$ cat src/rtl/mont_bitserial_mul.sv
// rtl/mont_bitserial_mul.sv - radix-2 Montgomery multiplier, A*B*2^-WIDTH mod M, A streamed LSB first
module mont_bitserial_mul #(
   parameter int WIDTH = 20
) (
   input  logic             clk,
   input  logic             reset,
   input  logic             start,
   input  logic [WIDTH-1:0] b,
   input  logic [WIDTH-1:0] m,
   input  logic             a_bit,
   input  logic             a_valid,
   output logic             a_ready,
   output logic             busy,
   output logic             done,
   output logic [WIDTH-1:0] result
);

   localparam int CW = $clog2(WIDTH + 1);
   localparam int SW = WIDTH + 2;

   typedef enum logic [1:0] {IDLE, ACCUM, REDUCE} state_t;

   state_t           state;
   logic [WIDTH-1:0] b_q;
   logic [WIDTH-1:0] m_q;
   logic [SW-1:0]    s_acc;
   logic [CW-1:0]    cnt;

   logic [SW-1:0]    t_add;
   logic [SW-1:0]    t_odd;
   logic [SW-1:0]    s_sub;

   // S < 2m and b < m keep S + b + m below 2^(WIDTH+2), so no carry is lost.
   always_comb begin
      t_add = s_acc + (a_bit ? {2'b00, b_q} : {SW{1'b0}});
      t_odd = t_add[0] ? t_add + {2'b00, m_q} : t_add;
      s_sub = s_acc - {2'b00, m_q};
   end

   always_ff @(posedge clk) begin
      if (reset) begin
         state   <= IDLE;
         b_q     <= '0;
         m_q     <= '0;
         s_acc   <= '0;
         cnt     <= '0;
         a_ready <= 1'b0;
         busy    <= 1'b0;
         done    <= 1'b0;
         result  <= '0;
      end else begin
         done <= 1'b0;
         case (state)
            IDLE: begin
               if (start) begin
                  b_q     <= b;
                  m_q     <= m;
                  s_acc   <= '0;
                  cnt     <= '0;
                  a_ready <= 1'b1;
                  busy    <= 1'b1;
                  state   <= ACCUM;
               end
            end
            ACCUM: begin
               if (a_valid) begin
                  s_acc <= t_odd >> 1;
                  cnt   <= cnt + 1'b1;
                  if (cnt == CW'(WIDTH - 1)) begin
                     a_ready <= 1'b0;
                     state   <= REDUCE;
                  end
               end
            end
            REDUCE: begin
               result <= (s_acc >= {2'b00, m_q}) ? WIDTH'(s_sub) : WIDTH'(s_acc);
               done   <= 1'b1;
               busy   <= 1'b0;
               state  <= IDLE;
            end
            default: begin
               a_ready <= 1'b0;
               busy    <= 1'b0;
               state   <= IDLE;
            end
         endcase
      end
   end

endmodule

$ cat config.mk
export PLATFORM = sky130hd
export DESIGN_NAME = mont_bitserial_mul
export DESIGN_NICKNAME = d
export VERILOG_FILES = /design/src/rtl/mont_bitserial_mul.sv
export SDC_FILE = /design/constraint.sdc
export NUM_CORES = 1
export LEC_CHECK = 0
export ABC_AREA = 1
export BUFFER_PORTS_ARGS = -buffer_cell sky130_fd_sc_hd__buf_4
export CORE_MARGIN = 2
export CORE_UTILIZATION = 52
export CTS_CLUSTER_DIAMETER = 150
export DETAILED_ROUTE_END_ITERATION = 16
export HOLD_SLACK_MARGIN = 0.05
export PLACE_DENSITY_LB_ADDON = 0.2
export SKIP_CTS_REPAIR_TIMING = 1
export SYNTH_ARGS = -nofsm -noshare
export SYNTH_HDL_FRONTEND = slang
export SYNTH_SLANG_ARGS = --single-unit
$ cat constraint.sdc
create_clock -name clk -period 8.7 [get_ports clk]
set_input_delay 1.74 -clock clk [delete_from_list [all_inputs] [get_ports clk]]
set_output_delay 1.74 -clock clk [all_outputs]
set_load 0.02 [all_outputs]
-- Yosys cells after proc, flatten, opt, wreduce, memory -nomap -nowiden
Cells that the tools add are included.
- ROM bits: 0
- bits in registers: 92
- output and inout port bits: 23
- memories kept: 0
- logic and storage cells: 48
- bits in writable memories: 0
- bits in latches: 0
- divide/modulo/power cells: 0
- bitwise logic cells: 2
- reduce and logical (&&, ||, !) cells: 7
- multipliers: 0
- shifts and indexed selects: 0
- add/sub/neg operators: 4
- multiplexer cells: 19
- magnitude comparators: 1
- equality and inequality tests: 6
- operator list (operator ; number):
    22-bit 2-to-1 mux ; 3
    22-bit by 20-bit adder with 22-bit output ; 2
    22-bit one-hot mux with 2 select lines ; 1
    20-bit 2-to-1 mux ; 2
    22-bit by 20-bit >= comparator with 1-bit output ; 1
    20-bit subtractor ; 1
    5-bit 2-to-1 mux ; 2
    5-bit one-hot mux with 2 select lines ; 1
    2-bit 2-to-1 mux ; 3
    2-bit inequality test, second input constant ; 3
    3-bit AND reduction ; 2
    5-bit by 1-bit adder with 5-bit output, second input constant ; 1
    5-bit == test, second input constant ; 1
    1-bit 2-to-1 mux ; 4
    2-bit one-hot mux with 2 select lines ; 1
    2-bit AND reduction ; 2
    4-bit AND reduction ; 1
    1-bit one-hot mux with 3 select lines ; 1
    2-bit by 1-bit == test with 1-bit output, second input constant ; 1
    2-bit == test, second input constant ; 1
    2-bit logical NOT ; 1
    1-bit NOT ; 2
    1-bit one-hot mux with 2 select lines ; 1
    2-bit nonzero test ; 1

-- Depth between registers and ports, before layout
Gate-level depths: netlist of the first run.
- depth after elaboration: 6
- depth in mapped cells: 28
- gate-level depth less buffers: 27

-- Worst setup path after synthesis of the first run
OpenSTA, ideal clock, no wires.
- kind: input-to-reg
- start point: input a_bit
- end point: register s_acc[20]
- setup time: 0.070 ns
- stages on the path: 27
- data required time: 8.630 ns
- setup slack: 3.882 ns
- data arrival time: 4.748 ns
- path through: clkbuf_1 > nand2_1 > inv_1 > ha_1 > inv_1 > fa_1 > inv_1 > nand3_1 > nand2_1 > a21oi_2 > o21ai_1 > nand3_1 > nand3_1 > nand2_1 > ha_1 > nand2_1 > inv_1 > nand2_1 > nor2_1 > nand3_1 > nand3_1 > nand2_1 > nand2_1 > nand3_1 > nand2_1 > nand3_1 > a21oi_1
- word-level cells in the longest chain between the ends: 6
- ends and longest elaborated chain (what ; RTL line ; text):
    start: declaration ; 10 ; input logic a_bit,
    20-bit 2-to-1 mux * ; 35 ; t_add = s_acc + (a_bit ? {2'b00, b_q} : {SW{1'b0}});
    22-bit by 20-bit adder with 22-bit output * ; 35 ;
    22-bit by 20-bit adder with 22-bit output ; 36 ; t_odd = t_add[0] ? t_add + {2'b00, m_q} : t_add;
    22-bit 2-to-1 mux * ; 36 ;
    22-bit 2-to-1 mux * ; 66 ; if (a_valid) begin
    22-bit one-hot mux with 2 select lines * ; 53 ; case (state)
    end signal: assignment ; 67 ; s_acc <= t_odd >> 1;
    end: declaration ; 26 ; logic [SW-1:0] s_acc;
Mark *: on every way between the ends. The rest lies on a longest branch, timed or not. The select of a mux whose other input is x is not followed.
A chain may end at the register's enable or synchronous reset.

-- Final worst setup path of the first run
- start point: input a_bit
- end point: register s_acc[16]
The elaborated chain is that of the path after synthesis.

==> results of run 1 <==
[kinds of logic (layout without fill, tap and decap cells)]
| group | count (synthesis) | count (layout) |
|---|---|---|
| simple gates | 561 | 561 |
| compound gates | 257 | 257 |
| buf+inv | 176 | 227 |
| flops | 91 | 91 |
| fa+ha+maj | 63 | 63 |
| xor+xnor | 25 | 25 |
[power by group through the flow]
stage | combinational (mW) | sequential (mW) | clock, mW
2_1_floorplan | 0.289 | 0.466 | 0
3_5_place_dp | 0.383 | 0.473 | 0
6_report | 0.389 | 0.464 | 0.401
3_3_place_gp | 0.379 | 0.473 | 0
5_1_grt | 0.434 | 0.466 | 0.419
4_1_cts | 0.385 | 0.464 | 0.403
[path summary, 6_finish.rpt]
path | cells past startpoint | endpoint | slack (ns) | startpoint
max reg2reg | 20 | s_acc[16] | 5.00 | s_acc[1]
max | 24 | s_acc[16] | 3.83 | a_bit
min reg2reg | 2 | result[0] | 0.47 | result[0]
min | 2 | result[0] | 0.47 | result[0]
[layout make-up]
type / count / area share [%]
clock inverter: 5 / 0.549
clock buffer: 11 / 3.08
timing repair buffer: 70 / 6.41
sequential: 91 / 22.2
multi-input combinational: 906 / 58.5
inverter: 141 / 6.45
tap: 180 / 2.75
[placed cells by master, fill, tap and decap left out, types with 2 or more instances in the layout]
cell	count
nor4_1	3
a21oi_1	131
nand3_1	74
nor2_1	135
a21oi_2	3
o21bai_1	7
fa_1	3
xor2_1	13
o21ai_1	4
clkinv_4	2
or2_1	2
a31oi_1	2
inv_1	136
nand2_1	301
clkbuf_8	2
o21ai_0	77
nand3b_1	4
inv_2	5
o21ai_2	5
clkbuf_16	9
xnor2_1	12
o211ai_1	14
a21o_1	6
dfxtp_1	91
nor3_1	10
and2_1	3
and3_1	3
nand4_1	18
ha_1	60
buf_4	70
o21a_1	3
nor3b_1	2
[sequential cells by signal, summed over array words and instances, names as in the netlist]
name and cells:
s_acc 21, a_ready 1, cnt 5, busy 1, b_q 20, done 1, state 2, m_q 20
result 20
[metal layers]
metal	GRT usage (%)	routed length [microns]	vias to the layer above	part of all wire, %
met5	0	0	-	0
met4	11.5	622	0	2.8
met3	2.79	1270	35	5.7
met2	52.3	10600	237	48
met1	38.9	9760	3538	44
li1	-	-	3973	-
[stage by stage]
step	hold WS (ns)	power (mW)	instances	setup slack [ns]	area [sq um]
finish	0.465	1.25	1404	3.83	8200
global route	0.476	1.32	1404	3.43	8200
CTS	0.466	1.25	1404	3.89	8200
detailed placement	0.455	0.856	1388	3.53	7900
global placement	0.452	0.853	1388	3.61	7900
floorplan	0.446	0.755	1173	3.88	7310
[critical path: cells and delay by family]
family | cells | cell delay, ns
buffers and inverters | 5 | 0.50
AND/OR/NAND/NOR | 13 | 1.56
AO/OA/AOI/OAI | 3 | 0.35
adder cells (fa/ha/maj) | 3 | 0.94
==> key figures, run 1 <==
Status
  • Status: completed

STA
  • Final hold violation count: 0
  • Fin crit share: 56.0%
  • Clock Skew: 0.00656 ns
  • Setup violators final: 0
  • Fin crit period: 4.87 ns
  • Fmax: 205 MHz
  • Max Slew Vio Count: 0
  • RSZ-0062 raised after global routing: false
  • Worst Tran Pin Value: 1.19 ns
  • Setup tns final: 0 ns
  • Slew headroom: 20.6%

Synthesis
  • Sequential fraction of the synthesis area: 24.9%
  • Post-synth top area share: 24.9%
  • Largest area contributor in the netlist: dfxtp_1
  • EDFF count, synth: 0
  • Simple-gate portion of the synthesized area: 32.1%
  • Largest family of logic cells by synthesized area: simple AND/OR/NAND/NOR gates
  • Syn avg cell area: 6.23 sq um
  • Top cells by area, synth: dfxtp_1 25%, nand2_1 16%, ha_1 10%, a21oi_1 9.0%, inv_1 7.0%
  • Distinct cells, synth: 43
  • Cell count after synthesis: 1173
  • Cell Area, Synth: 7310 sq um
  • Seq cells post-synth: 91
  • Top post-synthesis cells by count: 302 x nand2_1, 136 x inv_1, 135 x nor2_1, 131 x a21oi_1, 91 x dfxtp_1
  • Syn_nets: 1281
  • Synth async-reset ratio: 0%
  • Top_reg_cell synth: dfxtp_1
  • Yosys warning total: 0
  • Mux share of post-synthesis cell area: 0%
  • Post-synthesis compound-gate area fraction: 19.5%
  • Post-Synth XOR/XNOR Area: 3.00%
  • Most frequent cell after synthesis: nand2_1
  • Area share of fa/ha/maj cells after synthesis: 11.1%

Global route
  • First-pass GRT wire length: 34.9 mm
  • Largest net degree at the start of global routing: 64
  • Initial antenna violation count: 0
  • GRT Residual Overflow: 0
  • Vias in the first global route: 7033
  • All-Layer GR Usage: 30.2%

Cells and area
  • Layout cells sized above 1: 8.66%
  • Multi-input logic area: 4800 sq um
  • # fillers: 1412
  • FF/Latch Area: 1820 sq um
  • Final net count: 1327
  • Layout area overhead: 12.2%
  • # diodes: 0
  • Core Util, Final: 59.3%

Setup path
  • CP Capture Type: flip-flop
  • Req. time, crit path: 8.92 ns
  • CP arrival: 5.10 ns
  • Crit-path max cell delay: 0.40 ns
  • CP Max Fanout: 20
  • Cell mode on critical path: nand2_1
  • Critical path type: input port to flip-flop
  • CP max-delay cell: fa_1
  • Critical path launch point type: input port
  • CP Cell Sequence: buf_4, nand2_1, inv_1, ha_1, inv_1, fa_1, inv_1, nand3_1, nand2_1, a21oi_2, o21ai_2, nand2_1, nand3_1, nand2_1, ha_1, nand2_1, inv_1, nand2_1, nor3_1, nand4_1, nand4_1, nand3_1, nand3_1, a21oi_1

Power
  • PwrDens: 153 nW/um^2
  • Static Leak: 4.06 nW
  • Maximum VDD drop: 0.0921 mV
  • Combinational share of power: 31.0%
  • Clock power frac: 31.9%
  • Register share of total power: 37.0%
  • P_sw: 464 uW
  • Internal Power: 790 uW
  • Switching Fraction: 37.0%

Drt
  • DRT Pass-1 Iters: 5
  • Post-DR wirelength/cell: 15.9 microns
  • Drt first-iter violations: 576
  • Vias/cell: 5.54
  • WL final: 22.3 mm
  • DR DRC count: 0
  • Vias: 7783
  • Antenna Nets Post-Route: 0

Die
  • Starting Density: 52.8%
  • Die width: 123 microns
  • DIE HEIGHT: 123 microns
  • CORE AREA: 13800 sq um
  • Row count: 43
  • Die area: 15000 sq um
  • Ports: 68

Clocking
  • TritonCTS clock tree: done
  • Clock transition at path regs: 0.07 ns
  • Clock insertion delay at the later pin of the skew report: 0.36 ns
  • Clock Tree Root: clkbuf_16
  • CTS max path bufs: 2
  • H-tree depth: 3
  • Num CTS Buffers: 9
  • Clock sinks: 91

Placement
  • Post-DP HPWL: 17.7 mm
  • RD Place Congestion: 1.03
  • Port bufs: 67

Min path
  • Min-Delay Path Class: flip-flop to flip-flop

Job
  • Max_cap viols: 0
Power figures use the tool's default switching activity.
==> inputs of run 2 (changes only) <==
clock period = 4.47 ns   (was 8.7 ns; I/O delays follow)
==> key figures, run 2 (synthesized netlist as in run 1, its figures left out) <==
STA
  • RSZ-0062 raised after global routing: false (unchanged)
  • Fin crit period: 4.01 ns
  • Setup tns final: 0 ns (unchanged)
  • Clock Skew: 0.00792 ns (was 0.00656 ns)
  • Setup violators final: 0 (unchanged)
  • Final hold violation count: 0 (unchanged)
  • Fin crit share: 89.7%
  • Max Slew Vio Count: 0 (unchanged)
  • Fmax: 249 MHz
  • Worst Tran Pin Value: 0.973 ns (was 1.19 ns)
  • Slew headroom: 35.0% (was 20.6%)

Global route
  • Initial antenna violation count: 0 (unchanged)
  • Vias in the first global route: 7172 (was 7033)
  • First-pass GRT wire length: 35.9 mm (was 34.9 mm)
  • Largest net degree at the start of global routing: 63 (was 64)
  • All-Layer GR Usage: 31.2% (was 30.2%)
  • GRT Residual Overflow: 0 (unchanged)

Cells and area
  • Commonest non-fill, non-tap cell in the layout: nand2_1 (unchanged)
  • Layout area overhead: 12.8% (was 12.2%)
  • # diodes: 0 (unchanged)
  • # fillers: 1457 (was 1412)
  • Multi-input logic area: 4810 sq um (was 4800 sq um)
  • Final net count: 1330 (was 1327)
  • Most frequent cells in the layout: 301 x nand2_1, 136 x inv_1, 135 x nor2_1, 131 x a21oi_1, 91 x dfxtp_1 (unchanged)
  • Max FFs per register: 21 (unchanged)
  • Finished Cell Area: 8240 sq um (was 8200 sq um)
  • Most flop-heavy register: s_acc (unchanged)
  • Layout cells sized above 1: 9.05% (was 8.66%)
  • FF/Latch Area: 1820 sq um (unchanged)

Drt
  • Vias/cell: 5.55 (was 5.54)
  • Met1 Wirelength: 9.95 mm (was 9.76 mm)
  • Met3 wire length: 1.43 mm (was 1.27 mm)
  • Antenna Nets Post-Route: 0 (unchanged)
  • Met2 routed WL: 10.7 mm (was 10.6 mm)
  • DR DRC count: 0 (unchanged)
  • WL final: 23.0 mm (was 22.3 mm)
  • Drt first-iter violations: 714 (was 576)
  • Post-DR wirelength/cell: 16.3 microns (was 15.9 microns)
  • Vias: 7815 (was 7783)
  • DRT Pass-1 Iters: 7 (was 5)
  • Uppermost layer routed: met4 (unchanged)

Status
  • Status: completed (unchanged)

Power
  • Static Leak: 4.08 nW (was 4.06 nW)
  • Maximum VDD drop: 0.226 mV (was 0.0921 mV)
  • Total power: 2.49 mW (was 1.25 mW)
  • PwrDens: 302 nW/um^2 (was 153 nW/um^2)

Clocking
  • Clock Tree Root: clkbuf_16 (unchanged)
  • Clock insertion delay at the later pin of the skew report: 0.35 ns (was 0.36 ns)
  • H-tree depth: 3 (unchanged)
  • Clock sinks: 91 (unchanged)
  • Clock transition at path regs: 0.07 ns (about the same)
  • TritonCTS clock tree: done (unchanged)
  • CTS max path bufs: 2 (unchanged)
  • Num CTS Buffers: 9 (unchanged)

Die
  • Die area: 15000 sq um (unchanged)
  • CORE AREA: 13800 sq um (unchanged)
  • Ports: 68 (unchanged)
  • DIE HEIGHT: 123 microns (unchanged)
  • Row count: 43 (unchanged)
  • Starting Density: 52.8% (unchanged)
  • Die width: 123 microns (unchanged)

Setup path
  • CP arrival: 4.23 ns (was 5.10 ns)
  • Flop2flop setup slack: 0.75 ns (was 5.00 ns)
  • Critical path type: input port to flip-flop (unchanged)
  • Req. time, crit path: 4.69 ns (was 8.92 ns)
  • Critical path launch point type: input port (unchanged)
  • CP Launch Point: a_bit (unchanged)
  • CP Capture Type: flip-flop (unchanged)
  • CP Max Fanout: 20 (unchanged)
  • R2r startpoint: s_acc[1] (unchanged)

Placement
  • Post-DP HPWL: 18.2 mm (was 17.7 mm)
  • Port bufs: 67 (unchanged)
  • RD Place Congestion: 1.01 (was 1.03)
  • Dpl cell area: 7930 sq um (was 7900 sq um)

Job
  • Max_cap viols: 0 (unchanged)

Min path
  • Min-Delay Path Class: flip-flop to flip-flop (unchanged)
  • HP Start: result[14] (was result[0])
run 2: cell types whose count changed in the layout (fill, tap and decap cells not counted), sizes merged:
cell      change
clkinvlp      -1
buf           +3
clkinv        +1
clkbuf        -1
bufinv        +1
run 2: worst max-delay path: stages:
cell and delay [ns]:
buf_4 0.20, nand2_1 0.08, inv_1 0.05, ha_1 0.15
inv_1 0.06, fa_1 0.40, inv_1 0.09, nand3_1 0.06
nand2_1 0.14, a21oi_2 0.10, o21ai_1 0.20, nand3_1 0.12
nand3_1 0.11, nand2_1 0.07, ha_2 0.40, nand2_1 0.09
inv_1 0.11, nand2_1 0.10, nor2_1 0.15, nand3_1 0.09
nand3_1 0.13, nand2_1 0.08, nand2_1 0.08, nand4_1 0.10
nand3_1 0.10, a21oi_1 0.07
run 2: path summary, 6_finish.rpt:
path         cells after the start          to
min                              2  result[14]
min reg2reg                      2  result[14]
max                             26   s_acc[20]
max reg2reg                     22   s_acc[20]
run 2: stage by stage:
| stage | utilization [%] | setup slack [ns] | hold slack (ns) | std cells |
|---|---|---|---|---|
| floorplan | - | 0.498 | 0.446 | 1173 |
| CTS | 59.6 | 0.477 | 0.468 | 1407 |
| global route | 59.6 | 0.00132 | 0.483 | 1407 |
| finish | 59.6 | 0.460 | 0.464 | 1407 |
| global placement | 57.3 | 0.133 | 0.452 | 1391 |
| detailed placement | 57.3 | 0.106 | 0.457 | 1391 |
run 2: layout make-up:
class / count / area share, %
sequential: 91 / 22.1
clock buffer: 10 / 2.90
clock inverter: 6 / 0.881
timing repair buffer: 73 / 6.65
tap: 180 / 2.73
multi-input combinational: 906 / 58.3
inverter: 141 / 6.42
run 2: routing by layer:
| layer | up-vias | track usage (%) |
|---|---|---|
| li1 | 3974 | - |
| met2 | 247 | 52.7 |
| met4 | 0 | 14.7 |
| met3 | 60 | 4.41 |
| met5 | - | 0 |
| met1 | 3534 | 39.0 |
run 2: power by group:
part           internal, mW  switching (mW)  total (mW)
Sequential            0.859          0.0460       0.905
Combinational         0.267           0.499       0.765
Clock                 0.457           0.366       0.822
Total                  1.58           0.910        2.49
